<file path="config.mk">
export PLATFORM = sky130hd
export DESIGN_NAME = inst_fetch_queue
export DESIGN_NICKNAME = d
export VERILOG_FILES = /design/src/rtl/inst_fetch_queue.sv
export SDC_FILE = /design/constraint.sdc
export NUM_CORES = 2
export LEC_CHECK = 0
export ABC_CLOCK_PERIOD_IN_PS = 16620
export CAP_MARGIN = 25
export CORE_ASPECT_RATIO = 1.75
export CORE_UTILIZATION = 45
export CTS_BUF_LIST = sky130_fd_sc_hd__clkbuf_4 sky130_fd_sc_hd__clkbuf_8
export CTS_CLUSTER_DIAMETER = 30
export DETAILED_ROUTE_END_ITERATION = 8
export GPL_ROUTABILITY_DRIVEN = 0
export PLACE_DENSITY = 0.7
export SETUP_SLACK_MARGIN = 0.4
export SYNTH_ARGS = -nofsm -noshare
export SYNTH_HDL_FRONTEND = slang
export SYNTH_SLANG_ARGS = --single-unit
</file>
<file path="constraint.sdc">
create_clock -name clk -period 16.62 [get_ports clk]
set_input_delay 3.324 -clock clk [delete_from_list [all_inputs] [get_ports clk]]
set_output_delay 3.324 -clock clk [all_outputs]
set_load 0.005 [all_outputs]
</file>
<file path="src/rtl/inst_fetch_queue.sv">
// Dual-entry instruction fetch queue between fetch stage 3 and decode.
// Circular buffer with compacted two-wide enqueue and in-order two-wide dequeue.
module inst_fetch_queue #(
  parameter int DEPTH  = 16,
  parameter int DATA_W = 128
) (
  input  logic                       clk,
  input  logic                       rst,
  input  logic                       flush,
  input  logic                       enq0_valid,
  input  logic [DATA_W-1:0]          enq0_data,
  input  logic                       enq1_valid,
  input  logic [DATA_W-1:0]          enq1_data,
  output logic                       enq_ready,
  output logic                       deq0_valid,
  output logic [DATA_W-1:0]          deq0_data,
  output logic                       deq1_valid,
  output logic [DATA_W-1:0]          deq1_data,
  input  logic                       deq0_ready,
  input  logic                       deq1_ready,
  output logic [$clog2(DEPTH):0]     count
);

  localparam int AW = $clog2(DEPTH);
  localparam int CW = AW + 1;

  logic [DATA_W-1:0] mem [DEPTH];
  logic [AW-1:0]     head;
  logic [AW-1:0]     tail;
  logic [AW-1:0]     head_p1;
  logic [AW-1:0]     tail_p1;
  logic [AW-1:0]     wr1_idx;
  logic [1:0]        n_enq;
  logic [1:0]        n_deq;
  logic              do_enq;

  assign head_p1 = head + 1'b1;
  assign tail_p1 = tail + 1'b1;

  // Registered-only ready: room for a full pair, regardless of this cycle's dequeue.
  assign enq_ready  = (count <= CW'(DEPTH - 2));
  assign deq0_valid = (count != '0);
  assign deq1_valid = (count > CW'(1));
  assign deq0_data  = mem[head];
  assign deq1_data  = mem[head_p1];

  assign do_enq  = enq_ready && !flush;
  assign wr1_idx = enq0_valid ? tail_p1 : tail;

  always_comb begin
    n_enq = 2'd0;
    n_deq = 2'd0;
    if (enq_ready)
      n_enq = {1'b0, enq0_valid} + {1'b0, enq1_valid};
    if (deq0_ready && deq0_valid)
      n_deq = (deq1_ready && deq1_valid) ? 2'd2 : 2'd1;
  end

  // Storage is never cleared; validity is tracked purely by head/count.
  always_ff @(posedge clk) begin
    if (do_enq) begin
      if (enq0_valid)
        mem[tail] <= enq0_data;
      if (enq1_valid)
        mem[wr1_idx] <= enq1_data;
    end
  end

  always_ff @(posedge clk or posedge rst) begin
    if (rst) begin
      head  <= '0;
      tail  <= '0;
      count <= '0;
    end else if (flush) begin
      head  <= '0;
      tail  <= '0;
      count <= '0;
    end else begin
      head  <= head + AW'(n_deq);
      tail  <= tail + AW'(n_enq);
      count <= count + CW'(n_enq) - CW'(n_deq);
    end
  end

endmodule
</file>
==> Word-level counts from Yosys, hierarchy flattened <==
Memories as Yosys holds them, arrays and structs flattened.
Index checks and enable logic that the tools add are counted.
W data, S select, Z words.
{ "classes": {"reduce_logical": 5, "n_lt_le_gt_ge": 2, "n_mux": 13, "addsub": 7} }
{ "ops": {"columns": ["cell", "count"], "rows": [
  ["$mux W4", 3],
  ["$add A4 B1 Y4 const B", 2],
  ["$add A4 B2 Y4", 2],
  ["$mux W1", 6],
  ["$mux W2", 3],
  ["$add A5 B2 Y5", 1],
  ["$gt A5 B1 Y1 const B", 1],
  ["$le A5 B4 Y1 const B", 1],
  ["$mux W5", 1],
  ["$reduce_bool A5 Y1", 1],
  ["$sub A5 B2 Y5", 1],
  ["$logic_and A1 B1 Y1", 3],
  ["$add A1 B1 Y2", 1],
  ["$logic_not A1 Y1", 1]
]} }
{ "word_totals": {"reg_bits": 13, "output_inout_bits": 264, "ram_bits": 2048, "n_memories": 1, "inputBits": 263, "elab_cells": 31} }
{ "memory_table": {"columns": ["memory", "words", "word_bits", "rd", "rd_ports_with_merged_regs", "wr", "line", "source"], "rows": [
  ["mem", 16, 128, 2, 0, 2, "27", "logic [DATA_W-1:0] mem [DEPTH];"]
]} }

==> Depth between registers and ports, before layout <==
{ "logic_depth": {"ltp_word": 6, "mapped_depth": 14, "depth_no_buf": 14} }

==> Worst setup path before layout <==
No wires, ideal clock.
{ "synth_timing": {"kind": "input port to flip-flop", "start": "in flush", "end": "mem mem[12][0] (enable)", "arrival_time_ns": 12.817, "path_slack_ns": 3.010, "stages": 3, "t_required_ns": 15.828, "setup_time_ns": 0.792, "n_path_buf": 0, "cell_sequence": "a211oi_1 > nand3_1 > o21ai_0"} }
{ "synth_rtl": {"columns": ["item", "line", "source"], "rows": [
  ["start: declaration", "9", "input logic flush,"],
  ["end: declaration", "27", null]
]} }

==> Worst setup path in the final report <==
{ "layout_timing": {"start": "reg head[0]", "end": "out deq1_data[38]"} }
{ "layout_between": {"elab_chain_cells": 2} }
{ "layout_rtl": {"columns": ["item", "line", "source"], "rows": [
  ["start: declaration", "28", "logic [AW-1:0] head;"],
  ["start signal: assignment", "79", "head <= head + AW'(n_deq);"],
  ["$add A4 B1 Y4", "37", "assign head_p1 = head + 1'b1;"],
  ["$mem_v2 Z16 W128", null, null],
  ["end: declaration", "18", "output logic [DATA_W-1:0] deq1_data,"]
]} }
No other way between the ends.

==> flow_metrics.tcl <==
set metrics [dict create \
    status "finished, final reports clean" \
    synth_enable_flop_cells 2048 \
    worst-slew-pin-transition_ns 1.31 \
    finalWorstPathRequiredPeriod_ns 9.62 \
    r2r_cells 9 \
    synth_seq_cells 2061 \
    cts_root_buffer "sky130_fd_sc_hd__clkbuf_8" \
    crit-reg2reg-launch "tail[0]" \
    synthCells 6487 \
    crit_path_end "deq1_data[38]" \
    fin_cells 10700 \
    rsz0062_at_grt "no" \
    worst_skew_pair.late_latency_ns 1.02 \
    cts_tree "yes" \
    cellLeakagePower_nw 46.8 \
    crit-reg2reg-capture "mem[8][49]" \
    dp.final_hpwl_mm 212 \
    critical_path.endpoint_type "primary output" \
    synth_top_cell_area_share 0.499 \
    yosys_most_used_dff "sky130_fd_sc_hd__edfxtp_1" \
    timing.critical_path.from "head[0]" \
    min_path_type "flip-flop to flip-flop" \
    die_width_um 398 \
    wl_per_cell_um 36.6 \
    cts-htree-levels 5 \
    timing.final.hold_violations 0 \
    placed_cell_area_mm2 0.130 \
    switchingPower_mw 6.53 \
    drt.antenna.violating_nets 0 \
    swShare 0.325 \
    height_of_the_chip_um 694 \
    worstSetupStartpointType "flip-flop" \
    area_overhead_of_the_layout_relative_to_synthesis_pct 12.4 \
    crit_path_max_fanout 60 \
    yosysSeqAreaShare 0.502 \
    clock_sink_count 2061 \
    reg2reg_setup_slack_ns 11.39 \
    core_area_mm2 0.272 \
    postCtsSetupBuffers 0 \
    fmax_mhz 104 \
    yosys_warning_total 0 \
    ys_top_cells_by_area "sky130_fd_sc_hd__edfxtp_1 (50%), sky130_fd_sc_hd__mux4_2 (23%), sky130_fd_sc_hd__mux2_4 (12%)" \
    grt_pass1_vias 74900 \
    vias_per_cell 6.64 \
    start_util 0.453 \
    timing.critical_path.required_ns 13.30 \
    peakVddDrop_v 0.000236 \
    post_route_cells_drive_above_1_share 0.569 \
    clkSlewWorstSetupHoldPaths_ns 0.06 \
    cell_count_after_placement 9957 \
    grt_util_all_layers 0.279 \
    io_buffer_count 526 \
    powerDensity_mw_per_mm2 145 \
    filler_cell_count 21700 \
    ctsResizeCount 0 \
    synth_top_cell_by_area "sky130_fd_sc_hd__edfxtp_1" \
    synthDistinctLibCells 53 \
    relSlewSlack 0.129 \
    clock_power_share 0.261 \
    largest_net_degree_at_the_start_of_global_routing 152 \
    syn_avg_cell_area_um2 19.0 \
    fp.dieArea_mm2 0.276 \
    cell_internal_pwr_mw 13.6 \
    share_comb_of_total_power 0.433 \
    drt_iter0_markers 7834 \
    wire_length_of_the_first_global_routing_pass_mm 549 \
    postSynth.asyncResetShare 0.00631 \
    p_seq_frac 0.305 \
    detailroute.via_count 70800 \
    globalRouteOverflowTotal 0 \
    setup_viol 0 \
    report.final.slew_viol_count 0 \
    cts_hold_buffers 0 \
    holdWs_ns 0.718 \
    core.rowCount 253 \
    crit_type "flip-flop to primary output" \
    final_area_mm2 0.138 \
    totalNegativeSetupSlack_ns 0 \
    syn-num-nets 6774 \
    wl_mm 390 \
    antenna_found_initial 75 \
    finClkSkew_ns 0.0734 \
    cts-root-to-sink-buffers 4 \
    arrival_time_at_the_worst_endpoint_ns 6.30 \
    combined_area_of_all_synthesized_cells_mm2 0.123 \
    number_of_max_cap_violations 0 \
    top_level_ports 527 \
    drt_drc_violations_left 0 \
    finalCritPeriodShare 0.579 \
    final_nets 7055 \
    cts-buffers-inserted 374 \
    detail_route.first_pass.iterations 5 \
]
-- placed cells by master, fill, tap and decap left out, types with 15 or more instances in the layout --
cell type and count:
sky130_fd_sc_hd__buf_12 24, sky130_fd_sc_hd__clkinv_4 22, sky130_fd_sc_hd__ha_1 19, sky130_fd_sc_hd__bufinv_16 38, sky130_fd_sc_hd__clkinv_2 45, sky130_fd_sc_hd__a21oi_1 22, sky130_fd_sc_hd__clkinv_1 52, sky130_fd_sc_hd__mux2_2 999
sky130_fd_sc_hd__mux2_1 95, sky130_fd_sc_hd__inv_1 15, sky130_fd_sc_hd__inv_6 20, sky130_fd_sc_hd__clkbuf_4 66, sky130_fd_sc_hd__edfxtp_1 2048, sky130_fd_sc_hd__clkbuf_8 380, sky130_fd_sc_hd__buf_4 133, sky130_fd_sc_hd__nand2_1 125
sky130_fd_sc_hd__nand3_1 32, sky130_fd_sc_hd__clkdlybuf4s50_1 526, sky130_fd_sc_hd__clkinvlp_4 38, sky130_fd_sc_hd__mux2_4 954, sky130_fd_sc_hd__diode_2 35, sky130_fd_sc_hd__mux4_2 1238
-- routing by layer --
metal / vias up / track usage / share of wire
li1: 27800 / - / -
met1: 38100 / 0.354 / 0.37
met2: 3905 / 0.459 / 0.49
met3: 898 / 0.0614 / 0.095
met4: 64 / 0.120 / 0.043
met5: - / 0 / 0.0010
-- through the flow --
step / total power, mW / setup slack, ns / utilization
2_1_floorplan: 11.8 / 3.01 / -
3_3_place_gp: 14.9 / 7.02 / 0.479
3_5_place_dp: 15.0 / 7.00 / 0.479
4_1_cts: 20.2 / 5.83 / 0.508
5_1_grt: 20.8 / 6.56 / 0.509
6_report: 20.1 / 7.00 / 0.509
-- area by class of cell --
type	count	area, um2	share of cell area
Antenna cell	35	87.6	0.000633
Clock buffer	446	5730	0.0414
Clock inverter	218	2260	0.0163
Inverter	15	56.3	0.000407
Multi-Input combinational cell	3629	57100	0.413
Sequential cell	2061	61800	0.447
Tap cell	3570	4470	0.0323
Timing Repair Buffer	687	6850	0.0495
-- Yosys cell counts, types with 12 or more instances --
cell                       instances
sky130_fd_sc_hd__a32oi_1          14
sky130_fd_sc_hd__buf_2           155
sky130_fd_sc_hd__clkbuf_1        382
sky130_fd_sc_hd__edfxtp_1       2048
sky130_fd_sc_hd__mux2i_1          14
sky130_fd_sc_hd__a41o_1           14
sky130_fd_sc_hd__inv_1            15
sky130_fd_sc_hd__buf_4            69
sky130_fd_sc_hd__nand2_1         125
sky130_fd_sc_hd__mux2_1           95
sky130_fd_sc_hd__buf_1            45
sky130_fd_sc_hd__mux4_2         1238
sky130_fd_sc_hd__a21oi_1          22
sky130_fd_sc_hd__nand3_1          32
sky130_fd_sc_hd__nor2b_1          12
sky130_fd_sc_hd__mux2_4          954
sky130_fd_sc_hd__buf_6           118
sky130_fd_sc_hd__mux2_2          999
sky130_fd_sc_hd__ha_1             20
sky130_fd_sc_hd__dfrtp_1          13
-- power groups by stage --
stage	logic, mW	clock network, mW	registers (mW)
floorplan	5.60	0	6.22
global placement	8.67	0	6.24
detailed placement	8.73	0	6.25
CTS	8.77	5.32	6.15
global route	9.14	5.52	6.17
finish	8.72	5.25	6.15
-- worst min-delay path by stage --
stage | start | to | slack [ns] | cells past startpoint
after floorplan | head[0] | head[0] | 0.62 | 2
after global routing | tail[3] | tail[3] | 0.78 | 2
after global placement | tail[3] | tail[3] | 0.66 | 2
final | tail[2] | tail[2] | 0.72 | 2
after detailed placement | tail[3] | tail[3] | 0.70 | 2
after CTS | tail[3] | tail[3] | 0.71 | 2
-- flip-flops by register name, indices dropped and copies added, names as in the netlist --
| name | count |
|---|---|
| head | 4 |
| count | 5 |
| mem | 2048 |
| tail | 4 |
-- critical path, stage by stage (launching register included) --
cell                              delay [ns]
sky130_fd_sc_hd__dfrtp_4                0.94
sky130_fd_sc_hd__buf_4                  0.84
sky130_fd_sc_hd__buf_4                  0.88
sky130_fd_sc_hd__buf_4                  0.86
sky130_fd_sc_hd__mux4_2                 0.60
sky130_fd_sc_hd__mux4_2                 0.47
sky130_fd_sc_hd__clkdlybuf4s50_1        0.59
-- cell families after synthesis --
kind of cell / share of synthesized area
AOI/OAI and AO/OA: 0.00705
xor gates and xnor gates: 0.000711
adders and majority gates: 0.00268
buffers and inverters: 0.0368
DFF: 0.502
muxes: 0.444
and+or+nand+nor: 0.00719
Power figures use the tool's default switching activity.
